## config.mk

```make
export PLATFORM = sky130hd
export DESIGN_NAME = drink_sequencer
export DESIGN_NICKNAME = d
export VERILOG_FILES = /design/src/rtl/coffee_pkg.sv /design/src/rtl/tick_timer.sv /design/src/rtl/drink_sequencer.sv
export SDC_FILE = /design/constraint.sdc
export NUM_CORES = 1
export LEC_CHECK = 0
export ABC_CLOCK_PERIOD_IN_PS = 7600
export BUFFER_PORTS_ARGS = -buffer_cell sky130_fd_sc_hd__buf_4
export CORE_AREA = 4 4 49 51
export DETAILED_ROUTE_END_ITERATION = 10
export DIE_AREA = 0 0 53 55
export PLACE_DENSITY = 0.76
export REMOVE_ABC_BUFFERS = 1
export SLEW_MARGIN = 20
export SYNTH_ARGS = -nofsm -noshare
export SYNTH_HDL_FRONTEND = slang
export SYNTH_SLANG_ARGS = --single-unit
```

## constraint.sdc

```tcl
create_clock -name clk -period 7.6 [get_ports clk]
set_clock_uncertainty 0.2 [all_clocks]
set_input_delay 0.76 -clock clk [delete_from_list [all_inputs] [get_ports clk]]
set_output_delay 0.76 -clock clk [all_outputs]
set_load 0.01 [all_outputs]
```

## src/rtl/coffee_pkg.sv

```systemverilog
// Shared coffee-machine types: sequencer states, drink encoding and recipe step lengths.
// The coin controller uses the same drink encoding.
package coffee_pkg;

    typedef enum logic [2:0] {
        IDLE,
        HEAT,
        COFFEE,
        CHOC,
        MILK,
        WATER,
        DONE
    } state_t;

    typedef logic [1:0] drink_t;

    localparam drink_t DRINK_ESPRESSO  = 2'd0;
    localparam drink_t DRINK_AMERICANO = 2'd1;
    localparam drink_t DRINK_LATTE     = 2'd2;
    localparam drink_t DRINK_CHOC      = 2'd3;

    localparam logic [3:0] T_HEAT        = 4'd2;
    localparam logic [3:0] T_COFFEE      = 4'd3;
    localparam logic [3:0] T_CHOC        = 4'd3;
    localparam logic [3:0] T_MILK        = 4'd4;
    localparam logic [3:0] T_WATER_SHORT = 4'd2;
    localparam logic [3:0] T_WATER_LONG  = 4'd5;

    // Lowest-index selected line wins; callers guarantee at least one bit is set.
    function automatic drink_t firstDrink(input logic [3:0] sel);
        if (sel[0])      return DRINK_ESPRESSO;
        else if (sel[1]) return DRINK_AMERICANO;
        else if (sel[2]) return DRINK_LATTE;
        else             return DRINK_CHOC;
    endfunction

endpackage

```

## src/rtl/tick_timer.sv

```systemverilog
// Step timer: prescaler divides the clock into ticks, and a 4-bit counter flags the last
// cycle of a step lasting duration ticks. The clear input restarts both counters.
module tick_timer #(
    parameter int TICK_DIV = 4
) (
    input  logic       clk,
    input  logic       rst,
    input  logic       clear,
    input  logic [3:0] duration,
    output logic       done
);

    localparam int PW = (TICK_DIV > 1) ? $clog2(TICK_DIV) : 1;

    logic [PW-1:0] pre_q, pre_d;
    logic [3:0]    ticks_q, ticks_d;
    logic          tickPulse;

    // With TICK_DIV of 1 the prescaler never leaves zero and every cycle is a tick.
    assign tickPulse = (TICK_DIV == 1) ? 1'b1 : (pre_q == PW'(TICK_DIV - 1));
    assign done      = tickPulse && (ticks_q == duration - 4'd1);

    always_comb begin
        pre_d   = pre_q + PW'(1);
        ticks_d = ticks_q;
        if (clear || tickPulse) begin
            pre_d = '0;
        end
        if (clear) begin
            ticks_d = '0;
        end else if (tickPulse) begin
            ticks_d = ticks_q + 4'd1;
        end
    end

    always_ff @(posedge clk) begin
        if (rst) begin
            pre_q   <= '0;
            ticks_q <= '0;
        end else begin
            pre_q   <= pre_d;
            ticks_q <= ticks_d;
        end
    end

endmodule

```

## src/rtl/drink_sequencer.sv

```systemverilog
// Recipe sequencer: latches the drink on a payment edge, steps through the heater and
// valve phases, then pulses readyOut for one cycle back to the coin controller.
module drink_sequencer
    import coffee_pkg::*;
#(
    parameter int TICK_DIV = 4
) (
    input  logic       clk,
    input  logic       rst,
    input  logic       enable,
    input  logic       drink1,
    input  logic       drink2,
    input  logic       drink3,
    input  logic       drink4,
    output logic       readyOut,
    output logic       busy,
    output logic [1:0] drinkCode,
    output logic       heater,
    output logic       waterValve,
    output logic       coffeeValve,
    output logic       milkValve,
    output logic       chocValve
);

    state_t     state_q, state_d;
    drink_t     drink_q, drink_d;
    logic       enable_q;
    logic [3:0] drinkSel;
    logic [3:0] duration;
    logic       timerDone;
    logic       timerClear;
    logic       start;

    assign drinkSel   = {drink4, drink3, drink2, drink1};
    assign start      = (state_q == IDLE) && enable && !enable_q && (drinkSel != 4'd0);
    // Counters sit at zero in IDLE/DONE and restart on every step change.
    assign timerClear = (state_q == IDLE) || (state_q == DONE) || timerDone;

    tick_timer #(.TICK_DIV(TICK_DIV)) u_timer (
        .clk      (clk),
        .rst      (rst),
        .clear    (timerClear),
        .duration (duration),
        .done     (timerDone)
    );

    always_comb begin
        duration = T_HEAT;
        case (state_q)
            COFFEE:  duration = T_COFFEE;
            CHOC:    duration = T_CHOC;
            MILK:    duration = T_MILK;
            WATER:   duration = (drink_q == DRINK_AMERICANO) ? T_WATER_LONG : T_WATER_SHORT;
            default: duration = T_HEAT;
        endcase
    end

    always_comb begin
        state_d = state_q;
        drink_d = drink_q;
        case (state_q)
            IDLE: begin
                if (start) begin
                    state_d = HEAT;
                    drink_d = firstDrink(drinkSel);
                end
            end
            HEAT:    if (timerDone) state_d = (drink_q == DRINK_CHOC) ? CHOC : COFFEE;
            COFFEE:  if (timerDone) state_d = (drink_q == DRINK_LATTE) ? MILK : WATER;
            CHOC:    if (timerDone) state_d = MILK;
            MILK:    if (timerDone) state_d = DONE;
            WATER:   if (timerDone) state_d = DONE;
            DONE:    state_d = IDLE;
            default: state_d = IDLE;
        endcase
    end

    // Outputs are decoded from the next state so they line up with the state register.
    always_ff @(posedge clk) begin
        if (rst) begin
            state_q     <= IDLE;
            drink_q     <= DRINK_ESPRESSO;
            enable_q    <= 1'b0;
            readyOut    <= 1'b0;
            busy        <= 1'b0;
            drinkCode   <= 2'd0;
            heater      <= 1'b0;
            waterValve  <= 1'b0;
            coffeeValve <= 1'b0;
            milkValve   <= 1'b0;
            chocValve   <= 1'b0;
        end else begin
            state_q     <= state_d;
            drink_q     <= drink_d;
            enable_q    <= enable;
            readyOut    <= (state_d == DONE);
            busy        <= (state_d != IDLE);
            drinkCode   <= drink_d;
            heater      <= (state_d == HEAT);
            waterValve  <= (state_d == WATER);
            coffeeValve <= (state_d == COFFEE);
            milkValve   <= (state_d == MILK);
            chocValve   <= (state_d == CHOC);
        end
    end

endmodule
```

Yosys cells after proc, flatten, opt, wreduce, memory -nomap -nowiden

Index checks and enable logic that the tools add are counted.

Output and inout port bits: 9
Input port bits: 7
Flip-flop bits (word level): 19
Logic and storage cells: 61

$add $sub $neg: 3
Multiplexer cells: 13
Reduce and logical (&&, ||, !) cells: 16
Equal/unequal tests: 17

Operators with widths:

| operator                                                           | count |
|---|---|
| 3-bit == test, second input constant                               | 6 |
| 3-bit two-way mux                                                  | 6 |
| 3-bit one-hot mux with 5 select lines                              | 1 |
| 3-bit by 2-bit == test with 1-bit output, second input constant    | 4 |
| 3-bit one-hot mux with 3 select lines                              | 1 |
| 2-bit OR reduction                                                 | 4 |
| 2-bit == test, second input constant                               | 3 |
| 3-bit by 1-bit == test with 1-bit output, second input constant    | 2 |
| 4-bit by 1-bit adder with 4-bit output, second input constant      | 1 |
| 4-bit == test                                                      | 1 |
| 1-bit logical AND                                                  | 4 |
| 2-bit two-way mux                                                  | 2 |
| 4-bit nonzero test                                                 | 1 |
| 3-bit by 1-bit subtractor with 4-bit output, second input constant | 1 |
| 3-bit logical NOT                                                  | 1 |
| 1-bit logical OR                                                   | 3 |
| 1-bit two-way mux                                                  | 3 |
| 3-bit nonzero test                                                 | 1 |
| 2-bit by 1-bit adder with 2-bit output, second input constant      | 1 |
| 2-bit by 1-bit == test with 1-bit output, second input constant    | 1 |
| 2-bit AND reduction                                                | 1 |
| 1-bit logical NOT                                                  | 1 |

Depth between registers and ports, before layout

Depth in word-level cells: 9
Mapped depth: 13
Depth with buffers taken out: 12

Hierarchy

A second synthesis with hierarchy kept.

Cells, all modules: 114
Area, all modules: 1079.8 um^2

Modules (own cells, without submodules):

| module          | cells each | sequential area each (um^2) | area an instance (um^2) | instances |
|---|---|---|---|---|
| drink_sequencer | 82         | 260.2                       | 744.5                   | 1 |
| tick_timer      | 32         | 120.1                       | 335.3                   | 1 |

Worst setup path before layout

Ideal clock, no wire load.

Path type: register to register
Start point: register state_q[1]
End point: register milkValve
Arrival time: 2.907 ns
Clock period less this slack: 3.223 ns
Data required time: 7.284 ns
Cell stages (with the launch flop): 13
Setup time: 0.116 ns
Buffers on the path: 1
Setup slack: 4.377 ns
Path through: dfxtp_1 -> buf_2 -> inv_1 -> ha_1 -> o31ai_4 -> inv_1 -> ha_1 -> xnor2_1 -> a2111o_1 -> a21oi_2 -> o21a_4 -> mux2_4 -> o211a_1

Longest elaborated chain between the ends: 9
Elaborated cells between the ends (all ways): 22
Those cells by class: add/sub (1); eq/ne (7); mux (7); reduce/logical (7)

Ends and longest elaborated chain:

| element                                     | line                                         | source |
|---|---|---|
| start, declared                             | drink_sequencer.sv:25                        | `state_t state_q, state_d;` |
| start signal, assigned                      | drink_sequencer.sv:93                        | `state_q <= state_d;` |
| 3-bit by 2-bit == test with 1-bit output    | drink_sequencer.sv:49, drink_sequencer.sv:61 |  |
| 2-bit OR reduction (no line)                | --                                           |  |
| 3-bit one-hot mux with 3 select lines       | drink_sequencer.sv:49                        | `case (state_q)` |
| 3-bit by 1-bit subtractor with 4-bit output | tick_timer.sv:21                             | `assign done = tickPulse && (ticks_q == duration - 4'd1);` |
| 4-bit == test                               | tick_timer.sv:21                             |  |
| 1-bit logical AND                           | tick_timer.sv:21                             |  |
| 3-bit two-way mux, on equally long branches | --                                           |  |
| 3-bit one-hot mux with 5 select lines (*)   | drink_sequencer.sv:61                        | `case (state_q)` |
| 3-bit == test (*)                           | drink_sequencer.sv:102                       | `milkValve <= (state_d == MILK);` |
| end signal, assigned                        | drink_sequencer.sv:102                       |  |
| end, declared                               | drink_sequencer.sv:21                        | `output logic milkValve,` |

Mark *: on every way between the ends. The rest lies on a longest branch, timed or not.
A chain may end at the register's enable or synchronous reset.

Worst setup path after layout

Start point: register state_q[1]
End point: register readyOut

Longest elaborated chain between the ends: 9
Elaborated cells between the ends (all ways): 22
Those cells by class: add/sub (1); eq/ne (7); mux (7); reduce/logical (7)

Ends and longest elaborated chain:

| element                                     | line                                         | source |
|---|---|---|
| 3-bit by 2-bit == test with 1-bit output    | drink_sequencer.sv:49, drink_sequencer.sv:61 |  |
| 2-bit OR reduction (no line)                | --                                           |  |
| 3-bit one-hot mux with 3 select lines       | drink_sequencer.sv:49                        |  |
| 3-bit by 1-bit subtractor with 4-bit output | tick_timer.sv:21                             |  |
| 4-bit == test                               | tick_timer.sv:21                             |  |
| 1-bit logical AND                           | tick_timer.sv:21                             |  |
| 3-bit two-way mux, on equally long branches | --                                           |  |
| 3-bit one-hot mux with 5 select lines (*)   | drink_sequencer.sv:61                        |  |
| 3-bit == test (*)                           | drink_sequencer.sv:96                        | `readyOut <= (state_d == DONE);` |
| end signal, assigned                        | drink_sequencer.sv:96                        |  |
| end, declared                               | drink_sequencer.sv:15                        | `output logic readyOut,` |

Marked as above.

==> flow_summary.toml <==
[placement]
io_buffers = 15
dp_hpwl_um = 1590
place_congestion = 0.901

[critical_path]
critical_path_buf_inv_count = 2
crit_path_start_kind = "register"
crit_path_cell_trace = "inv_1 > ha_1 > o31ai_4 > inv_1 > ha_1 > xnor2_1 > nand2_1 > a211oi_1 > o21a_4 > mux2_4 > and4bb_1"
end_kind = "register"
max_stage_delay_ns = 0.55
cp_max_fo = 11
critical-path-top-delay-family = "compound AO/OA/AOI/OAI gates"
reg2regPathDepth = 11
crit_cells = 11
required_ns = 7.64
path_class = "reg2reg"
cp.arrival_ns = 3.70
crit_slowest_cell = "dfxtp_1"

[sta]
rsz0062_at_grt = "no"
worst_pin_slew_ns = 0.557
period_share = 0.482
clock.fmax_mhz = 273
max_slew_margin = 0.624
final-hold-violation-count = 0
setup_viol = 0
min_period_ns = 3.66
fin_setup_tns_ns = 0
fin_hold_ws_ns = 0.248
slew_viol_final = 0

[yosys]
yosysWarnings = 0
synth_fa_ha_area_frac = 0.0708
synthSimpleGateAreaFrac = 0.235
synth_common_cells = "dfxtp_1 (19), nor2_1 (10), inv_1 (8)"
synth_mux_area_frac = 0.0425
netlist.area_leader.share = 0.358
ys_types = 43
synth-main-ff-cell = "dfxtp_1"
synth_compound_area_frac = 0.212
synth-seq-cells = 19
ys_seq_area_frac = 0.358
synth_top_area_cell = "dfxtp_1"
yosysMostFrequentCell = "dfxtp_1"
synth_top_family_by_area = "simple AND/OR/NAND/NOR gates"
async_reset_ff_frac = 0
netlist_area_mm2 = 0.00106
netlist_instances = 111
synthXorXnorAreaFrac = 0.0413
synth_area_leaders = "dfxtp_1 (36%), ha_1 (7.1%), nor2_1 (3.5%)"
synth_edf_count = 0
postSynthAreaPerCell_um2 = 9.56

[clocking]
cts_buffers = 3
cts_tree = "built"
cts_sinks = 19
clk_latency_ns = 0.29
root_buffer = "clkbuf_4"
cts_setup_buffers = 0
cts_buffer_depth = 2
cts_hold_repair.buffers = 0
cts-resized-gates = 0
path_clk_slew_ns = 0.10
htreeDepth = 1

[floorplan]
io_pins = 16
initial_core_util = 0.546
die_y_um = 55
die_w_um = 53
die-area_mm2 = 0.00292
core_mm2 = 0.00194
fp-row-count = 16

[power_and_ir_drop]
peakVddDrop_uv = 115
total_power_mw = 0.175
p_leak_nw = 0.494
pwr_density_cell_mw_per_mm2 = 143

[routing]
drtIter0Drc = 18
drtPass1Iterations = 4
wirelength_um = 2070
vias_per_cell = 5.42
drc = 0
via_count = 835
ant_nets = 0
routedWlPerCell_um = 13.5

[global_route]
grt_usage = 0.166
grt_pass1_vias = 809
grt_pass1_wl_um = 3530
grt_max_degree = 12
grt_antenna_before_repair = 0
overflow = 0

[hold_path]
holdPathStages = 1
hp-class = "reg2reg"

[run]
max_cap_viol_count = 0

[run_status]
run_status = "completed"

[cells_and_area]
drive_above_1_share = 0.228
area_delta_synth_final_pct = 15.1
diodes = 0
utilization = 0.629
fill_cells = 172
final_nets = 141
power breakdown:
group	total, mW	leakage, nW	switching, mW	internal, mW
sequential	0.105	0.154	0.00256	0.102
clock	0.0499	0.0150	0.0295	0.0204
combinational	0.0202	0.325	0.0103	0.00983
layout by cell type, fill, tap and decap left out, drive strengths merged, types with 2 or more instances in the layout:
cell    Yosys  layout
a211oi      3       3
dfxtp      19      19
mux2i       3       3
xor2        2       2
nor2b       3       3
nand2       6       6
a311oi      2       2
o211ai      2       2
buf         1      15
ha          6       6
xnor2       3       3
nand2b      4       4
nor3        4       4
nor3b       3       3
clkbuf      2       4
nand3b      2       2
inv         8       8
a21oi       7       7
o21a        2       2
nand3       3       3
nor2       10      10
per-stage QoR:
step	setup slack [ns]	std cells	cell area, um^2
2_1_floorplan	4.38	108	1050
3_3_place_gp	4.17	150	1190
3_5_place_dp	4.00	150	1190
4_1_cts	3.96	154	1220
5_1_grt	3.67	154	1220
6_report	3.94	154	1220
layout make-up:
| class | count | area [um^2] | area share |
|---|---|---|---|
| multi-input combinational | 81 | 638 | 0.523 |
| sequential | 19 | 380 | 0.311 |
| timing repair buffer | 15 | 113 | 0.0922 |
| tap | 27 | 33.8 | 0.0277 |
| inverter | 8 | 30.0 | 0.0246 |
| clock buffer | 4 | 26.3 | 0.0215 |
registers in the layout (all words and copies together), names as in the netlist:
signal and count:
u_timer.ticks_q 4, state_q 3, drink_q 2, u_timer.pre_q 2, busy 1, chocValve 1, coffeeValve 1, enable_q 1
heater 1, milkValve 1, readyOut 1, waterValve 1
worst reg2reg max path, delay by kind of cell, from the launching register on:
family / cells / cell delay, ns
XOR/XNOR: 1 / 0.25
buffers and inverters: 2 / 0.24
adder cells (fa/ha/maj): 2 / 0.63
AND/OR/NAND/NOR: 2 / 0.36
multiplexers: 1 / 0.32
flip-flops: 1 / 0.55
AO/OA/AOI/OAI: 3 / 1.05
layer usage:
| metal | up-vias | routed length [um] | global-route usage |
|---|---|---|---|
| li1 | 432 | - | - |
| met4 | 0 | 10 | 0.0894 |
| met5 | - | 0 | 0 |
| met2 | 17 | 1050 | 0.289 |
| met3 | 2 | 69 | 0.0295 |
| met1 | 384 | 947 | 0.194 |
cells by family (layout without fill, tap and decap cells):
group	Yosys count	in the layout
xor gates and xnor gates	5	5
buffers and inverters	11	27
AOI/OAI and AO/OA	25	25
muxes	4	4
adders and majority gates	6	6
and+or+nand+nor	41	41
DFF	19	19
final timing paths:
kind,start,end,slack [ns]
setup / recovery,state_q[1]$_SDFF_PP0_,readyOut$_SDFF_PP0_,3.94
hold / removal,u_timer.pre_q[0]$_SDFF_PP0_,u_timer.pre_q[0]$_SDFF_PP0_,0.25
setup reg to reg,state_q[1]$_SDFF_PP0_,readyOut$_SDFF_PP0_,3.94
hold reg to reg,u_timer.pre_q[0]$_SDFF_PP0_,u_timer.pre_q[0]$_SDFF_PP0_,0.25
(Power assumes the default switching activity.)
